<file path="src/rtl/muldiv_pkg.sv">
// Shared types and constants for the iterative RV32M multiply/divide unit.
package muldiv_pkg;

    localparam int MDU_ITER    = 32;
    localparam int MDU_LATENCY = 33;

    typedef enum logic [2:0] {
        OP_MUL    = 3'b000,
        OP_MULH   = 3'b001,
        OP_MULHSU = 3'b010,
        OP_MULHU  = 3'b011,
        OP_DIV    = 3'b100,
        OP_DIVU   = 3'b101,
        OP_REM    = 3'b110,
        OP_REMU   = 3'b111
    } mdu_op_t;

    typedef enum logic [1:0] {
        IDLE = 2'd0,
        CALC = 2'd1,
        DONE = 2'd2
    } mdu_state_t;

endpackage

</file>
<file path="src/rtl/muldiv_unit.sv">
// Iterative RV32M multiply/divide: MSB-first shift-add multiply and restoring
// divide sharing one 64-bit accumulator, fixed 33-cycle start-to-done latency.
module muldiv_unit
    import muldiv_pkg::*;
#(
    parameter int DATA_WIDTH    = 32,
    parameter int ADDRESS_WIDTH = 5
) (
    input  logic                     clk,
    input  logic                     rst,
    input  logic                     start,
    input  logic [2:0]               funct3,
    input  logic [DATA_WIDTH-1:0]    op_a,
    input  logic [DATA_WIDTH-1:0]    op_b,
    input  logic [ADDRESS_WIDTH-1:0] rd_in,
    output logic                     busy,
    output logic                     done,
    output logic [DATA_WIDTH-1:0]    result,
    output logic [ADDRESS_WIDTH-1:0] rd_out
);

    localparam int W  = DATA_WIDTH;
    localparam int CW = $clog2(W);
    localparam logic [CW-1:0] LAST_ITER = CW'(MDU_ITER - 1);

    mdu_state_t             state_reg;
    mdu_op_t                op_reg;
    logic [ADDRESS_WIDTH-1:0] rd_reg;
    logic [W-1:0]           a_abs_reg;
    logic [W-1:0]           b_abs_reg;
    logic                   neg_reg;
    logic                   div0_reg;
    logic                   ovf_reg;
    logic [2*W-1:0]         acc_reg;
    logic [CW-1:0]          cnt_reg;

    // Accept-time operand conditioning
    mdu_op_t      op_in;
    logic         a_signed, b_signed, a_neg, b_neg, neg_in, div0_in, ovf_in;
    logic [W-1:0] a_abs_in, b_abs_in;

    always_comb begin
        op_in    = mdu_op_t'(funct3);
        a_signed = (op_in == OP_MULH) || (op_in == OP_MULHSU) ||
                   (op_in == OP_DIV)  || (op_in == OP_REM);
        b_signed = (op_in == OP_MULH) || (op_in == OP_DIV) || (op_in == OP_REM);
        a_neg    = a_signed && op_a[W-1];
        b_neg    = b_signed && op_b[W-1];
        a_abs_in = a_neg ? -op_a : op_a;
        b_abs_in = b_neg ? -op_b : op_b;
        // Remainders follow the dividend; everything else follows sign(a)^sign(b)
        neg_in   = ((op_in == OP_REM) || (op_in == OP_REMU)) ? a_neg : (a_neg ^ b_neg);
        div0_in  = (op_b == '0);
        ovf_in   = (op_in == OP_DIV || op_in == OP_REM) &&
                   (op_a == {1'b1, {(W-1){1'b0}}}) && (op_b == '1);
    end

    // One iteration of the shared datapath, operands consumed MSB first
    logic [CW-1:0]  idx;
    logic [W:0]     rem_trial, rem_diff;
    logic [2*W-1:0] acc_next;

    always_comb begin
        idx       = CW'(W - 1) - cnt_reg;
        rem_trial = {acc_reg[2*W-1:W], a_abs_reg[idx]};
        rem_diff  = rem_trial - {1'b0, b_abs_reg};
        if (op_reg[2]) begin
            if (!rem_diff[W])
                acc_next = {rem_diff[W-1:0], acc_reg[W-2:0], 1'b1};
            else
                acc_next = {rem_trial[W-1:0], acc_reg[W-2:0], 1'b0};
        end else begin
            acc_next = {acc_reg[2*W-2:0], 1'b0} +
                       (b_abs_reg[idx] ? {{W{1'b0}}, a_abs_reg} : {(2*W){1'b0}});
        end
    end

    // Final result built from the last iteration so it can be registered in DONE
    logic [2*W-1:0] prod_fix;
    logic [W-1:0]   quot, remd, result_next;

    always_comb begin
        prod_fix    = neg_reg ? -acc_next : acc_next;
        quot        = acc_next[W-1:0];
        remd        = acc_next[2*W-1:W];
        result_next = '0;
        case (op_reg)
            OP_MUL:                       result_next = prod_fix[W-1:0];
            OP_MULH, OP_MULHSU, OP_MULHU: result_next = prod_fix[2*W-1:W];
            OP_DIV, OP_DIVU: begin
                if (div0_reg)      result_next = '1;
                else if (ovf_reg)  result_next = {1'b1, {(W-1){1'b0}}};
                else               result_next = neg_reg ? -quot : quot;
            end
            default: begin
                // Divide-by-zero returns the original dividend, rebuilt from |a| and its sign
                if (div0_reg)      result_next = neg_reg ? -a_abs_reg : a_abs_reg;
                else if (ovf_reg)  result_next = '0;
                else               result_next = neg_reg ? -remd : remd;
            end
        endcase
    end

    always_ff @(posedge clk) begin
        if (rst) begin
            state_reg <= IDLE;
            op_reg    <= OP_MUL;
            rd_reg    <= '0;
            a_abs_reg <= '0;
            b_abs_reg <= '0;
            neg_reg   <= 1'b0;
            div0_reg  <= 1'b0;
            ovf_reg   <= 1'b0;
            acc_reg   <= '0;
            cnt_reg   <= '0;
            busy      <= 1'b0;
            done      <= 1'b0;
            result    <= '0;
            rd_out    <= '0;
        end else begin
            case (state_reg)
                CALC: begin
                    acc_reg <= acc_next;
                    cnt_reg <= cnt_reg + 1'b1;
                    if (cnt_reg == LAST_ITER) begin
                        state_reg <= DONE;
                        busy      <= 1'b0;
                        done      <= 1'b1;
                        result    <= result_next;
                        rd_out    <= rd_reg;
                    end
                end
                default: begin
                    done <= 1'b0;
                    if (start) begin
                        state_reg <= CALC;
                        busy      <= 1'b1;
                        op_reg    <= op_in;
                        rd_reg    <= rd_in;
                        a_abs_reg <= a_abs_in;
                        b_abs_reg <= b_abs_in;
                        neg_reg   <= neg_in;
                        div0_reg  <= div0_in;
                        ovf_reg   <= ovf_in;
                        acc_reg   <= '0;
                        cnt_reg   <= '0;
                    end else begin
                        state_reg <= IDLE;
                    end
                end
            endcase
        end
    end

endmodule

</file>
<file path="config.mk">
export PLATFORM = sky130hd
export DESIGN_NAME = muldiv_unit
export DESIGN_NICKNAME = d
export VERILOG_FILES = /design/src/rtl/muldiv_pkg.sv /design/src/rtl/muldiv_unit.sv
export SDC_FILE = /design/constraint.sdc
export NUM_CORES = 1
export LEC_CHECK = 0
export BUFFER_PORTS_ARGS = -buffer_cell sky130_fd_sc_hd__buf_2
export CORE_MARGIN = 8
export CORE_UTILIZATION = 60
export CTS_CLUSTER_DIAMETER = 150
export DETAILED_ROUTE_END_ITERATION = 12
export GPL_ROUTABILITY_DRIVEN = 0
export MAX_ROUTING_LAYER = met4
export PLACE_DENSITY_LB_ADDON = 0.2
export SYNTH_ARGS = -nofsm -noshare
export SYNTH_HDL_FRONTEND = slang
export SYNTH_SLANG_ARGS = --single-unit
</file>
<file path="constraint.sdc">
create_clock -name clk -period 9.5 [get_ports clk]
set_clock_uncertainty 0.1 [all_clocks]
set_input_delay 1.9 -clock clk [delete_from_list [all_inputs] [get_ports clk]]
set_output_delay 1.9 -clock clk [all_outputs]
set_load 0.005 [all_outputs]
</file>
After elaboration in Yosys (flattened, before gate mapping):

Index checks and enable logic that the tools add are counted.
Widths: inputs -> output; s select.

* add/sub/neg operators: 10
* multipliers: 0
* div/mod/pow operators: 0
* magnitude comparators: 1
* equal/unequal tests: 15
* shift-type cells: 0
* muxes and demuxes: 29
* bitwise operators: 2
* reductions and logical operators: 20

Operators by type and width (count)
* $mux 32: 10
* $mux 64: 5
* $neg 32->32: 5
* $pmux 32 s3: 1
* $add 64x32->64: 1
* $eq 32x32->1 const B: 2
* $neg 64->64: 1
* $sub 33x32->33: 1
* $logic_not 32->1: 1
* $eq 3x3->1 const B: 5
* $bmux 1 s5: 2
* $mux 5: 2
* $eq 3x2->1 const B: 3
* $logic_or 1x1->1: 7
* $mux 1: 7
* $eq 3x1->1 const B: 2
* $lt 5x6->1 const B: 1
* $reduce_and 2->1: 3
* $add 5x1->5 const B: 1
* $eq 5x5->1 const B: 1
* $sub 5x5->5 const A: 1
* $logic_and 1x1->1: 4
* $mux 2: 2
* $reduce_or 2->1: 2
* other kinds (7): 7

* bits in registers: 185
* latch bits: 0
* memory bits (writable): 0
* memory bits (read-only): 0
* bits of input ports: 75
* output and inout bits: 39
* logic and storage cells: 91
* memories kept: 0

Longest topological paths before layout:

* depth after elaboration: 11
* mapped depth: 30

Least setup slack after synthesis:

OpenSTA, ideal clock, no wires.

* kind: register to register
* start point: register cnt_reg[1]
* end point: register result[25]
* setup time: 0.129 ns
* arrival: 6.755 ns
* data required time: 9.271 ns
* path slack: 2.515 ns
* stages on the path, launching flop included: 24
* buffers on the path: 4
* path through: dfxtp_1 -> buf_2 -> buf_2 -> mux4_2 -> mux4_2 -> mux2_2 -> clkbuf_1 -> and2_1 -> ha_1 -> fa_1 -> a211oi_2 -> o211ai_1 -> a211oi_4 -> nor3_4 -> or2_1 -> clkbuf_1 -> a32o_1 -> a221o_1 -> nor4b_1 -> or3b_2 -> nor4_1 -> mux2_2 -> a21oi_1 -> o31ai_1

* longest elaborated chain between the ends: 11
* elaborated cells on any way between the ends: 23
* classes of those cells: add/sub (6); eq/ne (1); mux (15); reduce/logical (1)

RTL lines
* start, declared: RTL line muldiv_unit.sv:35 `logic [CW-1:0] cnt_reg;`
* start signal, assigned: RTL line muldiv_unit.sv:124 `cnt_reg <= cnt_reg + 1'b1;`
* $sub 5x5->5: RTL line muldiv_unit.sv:64 `idx = CW'(W - 1) - cnt_reg;`
* $bmux 1 s5, on equally long branches: RTL line muldiv_unit.sv:74, muldiv_unit.sv:65
* $mux 1, on equally long branches: RTL line muldiv_unit.sv:74, muldiv_unit.sv:65
* $mux 32 / $sub 33x32->33 (equally long branches): RTL line muldiv_unit.sv:74, muldiv_unit.sv:66
* $add 64x32->64 / $mux 64 (equally long branches): RTL line muldiv_unit.sv:73, muldiv_unit.sv:68
* $mux 64: RTL line muldiv_unit.sv:67 `if (op_reg[2]) begin`
* $neg 32->32, on equally long branches: RTL line muldiv_unit.sv:99, muldiv_unit.sv:93
* $mux 32, on equally long branches: RTL line muldiv_unit.sv:99, muldiv_unit.sv:93
* $mux 32, on equally long branches: RTL line muldiv_unit.sv:98, muldiv_unit.sv:92
* $mux 32, on equally long branches: RTL line muldiv_unit.sv:97, muldiv_unit.sv:91
* $pmux 32 s3: RTL line muldiv_unit.sv:87 `case (op_reg)`
* end signal, assigned: RTL line muldiv_unit.sv:129 `result <= result_next;`
* end, declared: RTL line muldiv_unit.sv:18 `output logic [DATA_WIDTH-1:0] result,`

Parallel ways exist; a longest one is shown, timed or not. The select of a mux whose other input is x is not followed.
A chain may end at the register's enable or synchronous reset.

Worst setup path after layout:

* start point: register cnt_reg[2]
* end point: register result[25]

The elaborated chain is that of the path after synthesis.

==> summary.md <==
The sum of negative setup slack came out at 0 ps. The cell area after synthesis came out at 0.0179 mm². The number of detailed-routing iterations run before antenna repair was 7; the total number of nets in the final design was 2589. The die covers 0.0356 mm². Type of the worst setup path: flop to flop. The tools report the number of warnings printed during yosys synthesis as 0.

The startpoint type of the worst setup path was a flop. The footprint of the multi-input gates is 0.0133 mm². The fraction of registers with async set or reset after synthesis is 0%, and the post-synthesis sequential element count is 185.

The sequential cell area was 0.00371 mm²; the overall power consumption was 2.30 mW. In this run the worst hold path is classified as flop to flop. In the layout the commonest cells are nand2_1, nor2_1, a21oi_1, o21ai_0, dfxtp_1. The area share of the leading cell type in the synthesized netlist is 20.7%, and the filler cell count is 2640.

For this run, the total global-route usage over all layers was measured as 36.6%. The run gives 0 as the initial antenna violation count. The worst hold path terminates at rd_out[2]. The quantity of I/O buffers inserted on ports was 113.

The flow ran to the end, and the final reports show no timing, DRC or antenna violations. The run gives 0 as the number of design rule violations left after detail routing. Data on the critical path is required at its endpoint by 9730 ps. The logs give 65900 µm for the aggregate routed wire length and 0 for the final number of max-transition violations. For the worst flop-to-flop path, the logic depth is 18. The maximum level of the CTS H-tree is 4, and the overall die width is 189 µm.

The endpoint kind of the worst setup timing path is a flop. The pin count of the biggest net entering global routing was 86. The total overflow left after global routing is 0. The cell type contributing the most total cell area after synthesis was dfxtp_1. The tools report the synthesized netlist cell count as 2448.

For this design the static power due to leakage is 7.22 nW. Across all register-to-register paths, the minimum setup slack is 640 ps. The longest clock path from root to sink contains 2 buffers.

Dividing the detail-routed wire length by the instance count gives 23.2 µm. The library cell used most frequently in the layout, excluding fill and tap cells, is nand2_1. The average instance in the mapped netlist occupies 7.31 µm². For the number of nets in the synthesized netlist, the log shows 2596. In this run the critical register-to-register path is launched from cnt_reg[2].

For this design, the sink count on the clock tree is 185. In the final layout, the share of cells above drive strength 1 is 9.74%. The top fanout value on the critical path was 32; the violation count after the first detailed-route iteration was 2981. The estimated wirelength of the detail-placed design was 49200 µm. Across the run, the number of max-cap violations was 0. The logs give 0 for the final count of hold timing violations and 0.0295 mm² for the area of the core region.

114 I/O pins were placed. Post-CTS repair changed the size of 0 cells. Setup repair after global routing left no endpoint under its margin. The endpoint identified for the worst register-to-register timing path is result[25]. Across the VDD grid, the largest voltage drop is 145 µV.

The number of cells after detailed placement was 2812; the clock transition time at the flip-flop clock pins of the worst setup and hold paths was 70 ps. Once layout is complete, the cells apart from fillers number 2844. The tools report the root buffer cell as clkbuf_16.

Buffers inserted during clock tree synthesis total 17. Measured against its own limit, the worst slew margin works out to 5.65%. The worst path uses 93.2% of the clock period. The logs give 460 ps for the source-to-sink clock delay at the later pin of the worst-skew pair and 0 for the cts-stage hold buffer count. In this run the remaining antenna-violating nets after routing total 0. The number of flip-flops in the largest register is 64.

The count of flip-flops with a built-in enable after synthesis is 0. Launch point of the worst hold path: rd_out[2]. The ratio of total power to cell area is 121 mW/mm². The wire length of the first global-routing pass came out at 103000 µm.

For this run, the register share of the synthesized area comes to 20.7%. 0 antenna diodes ended up in the layout. The tools report the arrival time at the worst endpoint as 9080 ps. The number of setup violations in the final report was 0.

In the routed layout, each cell is associated on average with a via count of 7.05. The transition at the pin with the smallest max-transition slack was 1420 ps; the post-CTS setup buffer count was 0. The chip height was 189 µm.

The run gives 18700 as the number of global-route vias before repair. TritonCTS built the clock tree. The initialized floorplan defines 63 standard-cell rows. The logs give 60.7% for the starting utilization of the core area and 94 for the distinct cell type count of the synthesized netlist.

The most used flip-flop cell after synthesis is dfxtp_1. The clock period minus final worst setup slack was 8860 ps; the count of cells along the worst hold path was 2. For this run, the top clock speed supported by timing is 113 MHz.

By area the synthesized netlist is led by dfxtp_1, xnor2_1, nand2_1. The via count of the routed design was 20000; the synthesis-to-layout area growth was 6.54%.
==> per-layer routing <==
metal / global-route usage [%] / part of all wire [%] / vias up
met4: 17.9 / 5.6 / 0
met3: 12.1 / 14 / 312
li1: - / - / 9053
met1: 46.3 / 40 / 9265
met2: 51.7 / 41 / 1409
met5: - / 0 / -
==> cell families after synthesis <==
| group | after synthesis | share of synthesized area, % |
|---|---|---|
| flops | 185 | 20.7 |
| compound gates | 775 | 28.8 |
| simple gates | 912 | 25.3 |
| xor+xnor | 217 | 10.6 |
| mux | 53 | 4.33 |
| buf+inv | 233 | 5.14 |
| fa+ha+maj | 73 | 5.19 |
==> Yosys cell counts (26+ instances only) <==
cell type and n:
clkbuf_1 122, nand2_1 270, xor2_1 89, nand3_1 61
a221oi_1 36, nor4_1 35, a21oi_1 189, and2_1 50
a211oi_1 73, o31ai_1 45, ha_1 71, nand4_1 36
or3_1 38, nor3_1 69, a22o_1 26, inv_1 69
nor2_1 211, o21ai_0 189, dfxtp_1 185, mux2i_1 29
xnor2_1 128
==> cell type report <==
class / count / share of cell area (%)
Multi-Input combinational cell: 2030 / 69.7
Tap cell: 390 / 2.56
Sequential cell: 185 / 19.5
Inverter: 71 / 1.40
Timing Repair Buffer: 136 / 3.89
Clock inverter: 12 / 0.702
Clock buffer: 20 / 2.29
==> critical path: stages, from the launching register on <==
cell,delay (ps)
dfxtp_1,730
mux4_2,600
mux4_2,470
mux2_2,480
and2_1,350
ha_1,530
and4_1,370
and2_1,210
nand3_1,180
a211o_1,450
a2111oi_0,650
mux2_2,410
a211oi_1,780
nor4b_1,780
or3b_2,590
nor4_1,320
mux2_2,370
a21oi_1,240
o31ai_1,110
==> through the flow <==
step / util, % / setup WS (ps) / hold WS [ps] / instance area (µm²)
final: 64.7 / 642 / 352 / 19100
after global routing: 64.7 / 394 / 370 / 19100
after CTS: 64.7 / 956 / 353 / 19100
after detailed placement: 62.7 / 1020 / 343 / 18500
after global placement: 62.7 / 1090 / 341 / 18500
after floorplan: - / 2520 / 332 / 17900
==> how the worst max path moves through the flow <==
stage | startpoint | to | slack (ps) | depth (start not counted)
global placement | cnt_reg[2] | result[25] | 1090 | 18
global route | cnt_reg[2] | result[29] | 390 | 19
finish | cnt_reg[2] | result[25] | 640 | 18
floorplan | cnt_reg[1] | result[25] | 2520 | 23
CTS | cnt_reg[2] | result[25] | 960 | 18
detailed placement | cnt_reg[2] | result[25] | 1020 | 18
==> power breakdown <==
part           switching [mW]  internal [mW]  leakage, nW  total, mW
Combinational           0.458          0.250         5.43      0.707
Sequential             0.0529          0.806         1.51      0.859
Clock                   0.362          0.372        0.277      0.734
Total                   0.873           1.43         7.22       2.30
Note: power is estimated with default switching activity, not from simulation.
